`config.mk`:
```
export PLATFORM = sky130hd
export DESIGN_NAME = prio_drain
export DESIGN_NICKNAME = d
export VERILOG_FILES = /design/src/rtl/prio_drain.sv
export SDC_FILE = /design/constraint.sdc
export NUM_CORES = 1
export LEC_CHECK = 0
export CAP_MARGIN = 30
export CORE_MARGIN = 5
export CORE_UTILIZATION = 45
export CTS_CLUSTER_DIAMETER = 120
export CTS_CLUSTER_SIZE = 28
export DETAILED_ROUTE_END_ITERATION = 12
export PLACE_DENSITY = 0.75
export SETUP_SLACK_MARGIN = 0.5
export SYNTH_ARGS = -nofsm -noshare
export SYNTH_HDL_FRONTEND = slang
export SYNTH_SLANG_ARGS = --single-unit
```
`constraint.sdc`:
```
create_clock -name clk -period 7.8 [get_ports clk]
set_clock_uncertainty 0.1 [all_clocks]
set_input_delay 1.56 -clock clk [delete_from_list [all_inputs] [get_ports clk]]
set_output_delay 1.56 -clock clk [all_outputs]
set_load 0.005 [all_outputs]
```
`src/rtl/prio_drain.sv`:
```
// prio_drain: accumulates request pulses and drains them one at a time, highest index first
module prio_drain #(
    parameter int DW = 32,
    localparam int IW = $clog2(DW),
    localparam int CW = $clog2(DW + 1)
) (
    input  logic          clk,
    input  logic          nreset,
    input  logic [DW-1:0] set,
    input  logic          flush,
    output logic          out_valid,
    input  logic          out_ready,
    output logic [DW-1:0] out_onehot,
    output logic [IW-1:0] out_index,
    output logic [DW-1:0] pending,
    output logic [CW-1:0] count
);
    logic [DW-1:0] pending_q, sel_q, cand;
    logic          hold_q;
    logic [IW-1:0] cand_index;
    logic          acc;

    // highest pending bit wins; a stalled grant stays frozen in sel_q so late arrivals cannot preempt it
    always_comb begin
        cand_index = '0;
        out_index  = '0;
        count      = '0;
        for (int i = 0; i < DW; i++) begin
            cand_index = pending_q[i] ? IW'(i) : cand_index;
            count      = count + CW'(pending_q[i]);
        end
        cand       = |pending_q ? DW'(1) << cand_index : '0;
        out_onehot = hold_q ? sel_q : cand;
        for (int i = 0; i < DW; i++)
            out_index = out_index | (out_onehot[i] ? IW'(i) : '0);
        out_valid  = |pending_q;
        pending    = pending_q;
        acc        = out_valid & out_ready;
    end

    // accepted bit clears unless re-set in the same cycle; flush keeps only this cycle's new requests
    always_ff @(posedge clk) begin
        if (!nreset) begin
            pending_q <= '0;
            hold_q    <= 1'b0;
            sel_q     <= '0;
        end else if (flush) begin
            pending_q <= set;
            hold_q    <= 1'b0;
            sel_q     <= '0;
        end else begin
            pending_q <= (pending_q & ~(acc ? out_onehot : '0)) | set;
            hold_q    <= out_valid & ~out_ready;
            sel_q     <= out_onehot;
        end
    end
endmodule

```
==> results.cfg <==
[clocking]
cts.htree.levels = 3
root_buffer = clkbuf_8
clockBufferDepth = 2
tritoncts = done
cts.sinks = 65
clock_latency_ps = 340
numCtsBuffers = 9
clk_pin_slew_worst_paths_ps = 70

[floorplanning]
io_pins = 112
chipWidth_um = 106
dieArea_sq_mm = 0.0113
fp.dieH_um = 106
coreArea_sq_mm = 0.00915
initial_core_util_pct = 45.7
rows = 35

[drt]
m1WireLength_um = 6100
detail-route-antenna-nets = 0
drt_first_pass_iters = 5
drc = 0
num_vias = 4031
vias_per_cell = 5.79
top_layer = met4
wire_per_inst_um = 20.8
drt_iter0_drc = 298
dr_wl_met3_um = 937
wirelength_um = 14500
route.met2.wl_um = 7200

[sta]
hold_slack_ps = 525
max_freq_mhz = 144
fin_crit_sh_pct = 88.9
final-setup-viol-count = 0
hold_viol = 0
drv_slew = 0
worst_pin_slew_ps = 958
setup_tns_ps = 0
relSlewSlack_pct = 35.9
rsz0062_at_grt = no
fin_crit_ps = 6930

[setup_path]
cp_max_fo = 5
startpoint_type = flip-flop
arrival_ps = 5270
cp-end-kind = output pin
r2r_cells = 8
crit_type = flip-flop to output pin
r2r_slack_ps = 4590
required_ps = 6140

[synth]
synth_common_cells = 65 x dfxtp_1, 53 x nand2_1, 45 x inv_1
ys_seq_area_share_pct = 31.1
syn_inst = 473
post-synth-top-count-cell = dfxtp_1
async_flop_share_pct = 0
synth_edf_count = 0
yosysWarningCount = 0
synth_ff_type = dfxtp_1
syn-num-nets = 541
synth-seq-cells = 65
synth_top_area_share_pct = 31.1
synthDistinctLibCells = 65
synthesis.area_sq_mm = 0.00418
synth.largest_area_cell = dfxtp_1
postSynthAreaPerCell_sq_um = 8.84
yosys-top-cells-area = dfxtp_1 31%, fa_1 11%, o21a_1 5.7%

[finish]
syn2layout_area_growth_pct = 33.1
diodes = 0
final_layout_size_suffix_gt1_share_pct = 10.6
num-fill-cells = 821
fin_area_sq_mm = 0.00557
fin_nets = 649

[power]
power_frac_comb_pct = 56.4
static-leakage-power_nw = 2.22
power_density_mw_per_mm2 = 264
p_sw_uw = 527
intPower_uw = 942
clkPwrFrac_pct = 18.6
netSwitchingFraction_pct = 35.9
ir_worst_vdd_v = 0.000596
power_frac_seq_pct = 25.0

[place]
place.detailed.hpwl_um = 11300
gp_congestion = 0.943
io_buffers = 111
placed_cell_area_sq_mm = 0.00539

[run]
maxCapViolCount = 0

[status]
outcome = finished clean

[global_routing]
grt_pass1_vias = 4042
grt_antenna_before_repair = 0
grt.total_usage_pct = 25.5
overflow = 0
grt_max_degree = 46
grt_pass1_wl_um = 22400

[hold_path]
hold_depth = 2
hold_class = flip-flop to flip-flop
-- power by group through the flow --
stage / combinational (mW) / sequential (mW) / clock [mW]
6_report: 0.829 / 0.367 / 0.273
5_1_grt: 0.930 / 0.369 / 0.288
4_1_cts: 0.846 / 0.366 / 0.276
3_5_place_dp: 0.832 / 0.374 / 0
3_3_place_gp: 0.803 / 0.373 / 0
2_1_floorplan: 0.453 / 0.369 / 0
-- through the flow --
step / worst slack [ps] / std cells / utilization, % / power [mW]
6_report: 870 / 696 / 60.8 / 1.47
5_1_grt: 636 / 696 / 60.8 / 1.59
4_1_cts: 572 / 696 / 60.8 / 1.49
3_5_place_dp: 969 / 681 / 58.9 / 1.21
3_3_place_gp: 1050 / 680 / 58.8 / 1.18
2_1_floorplan: 1680 / 473 / - / 0.821
-- cell families after synthesis --
family	Yosys count	synth area share, %
AOI/OAI and AO/OA	147	27.7
xor gates and xnor gates	3	0.628
adders and majority gates	32	13.9
buffers and inverters	65	6.07
DFF	65	31.1
and+or+nand+nor	161	20.6
-- metal layers --
metal	GRT usage [%]	up-vias
met1	32.8	1981
met2	43.9	160
met3	5.10	18
met5	0	-
li1	-	1872
met4	6.67	0
-- sequential cells by signal (all words and copies together) (netlist names) --
| signal | cells |
|---|---|
| sel_q | 32 |
| pending | 32 |
| hold_q | 1 |
-- placed cells by master, fill, tap and decap left out, drive strengths merged, types with 6 or more instances in the layout --
cell | netlist | routed
clkdlybuf4s50 | 0 | 110
dfxtp | 65 | 65
nand2 | 53 | 53
inv | 45 | 45
o21ai | 34 | 34
and2 | 33 | 33
o21a | 32 | 32
a21oi | 26 | 26
fa | 24 | 24
nor2 | 21 | 21
a211oi | 13 | 13
nor4 | 12 | 12
clkbuf | 15 | 11
ha | 8 | 8
nor3 | 7 | 7
a22o | 7 | 7
nor2b | 6 | 6
-- critical path, stage by stage, from the launching register on --
cell	delay, ps
dfxtp_1	390
inv_1	110
fa_1	480
fa_1	520
inv_1	50
fa_1	470
inv_1	50
fa_1	460
fa_1	520
fa_1	420
inv_1	70
ha_1	170
inv_1	70
fa_1	450
xnor2_1	180
clkdlybuf4s50_1	530
-- what timing repair did --
item                       CTS  global route
resized for setup            0             3
setup buffers                0             0
hold buffers                 0             0
setup endpoints to repair    0             1
-- worst paths after layout --
| kind | to | startpoint |
|---|---|---|
| max | count[2] | pending[27] |
| min | sel_q[4] | sel_q[4] |
| max reg2reg | pending[18] | pending[22] |
| min reg2reg | sel_q[4] | sel_q[4] |
-- final cells by class --
cell class	instances	area, sq um	share of cell area (%)
Clock buffer	11	131	2.36
Timing Repair Buffer	116	1150	20.6
Tap cell	111	139	2.49
Sequential cell	65	1300	23.4
Clock inverter	4	45.0	0.809
Inverter	46	173	3.10
Multi-Input combinational cell	343	2630	47.2
Note: power is estimated with default switching activity, not from simulation.
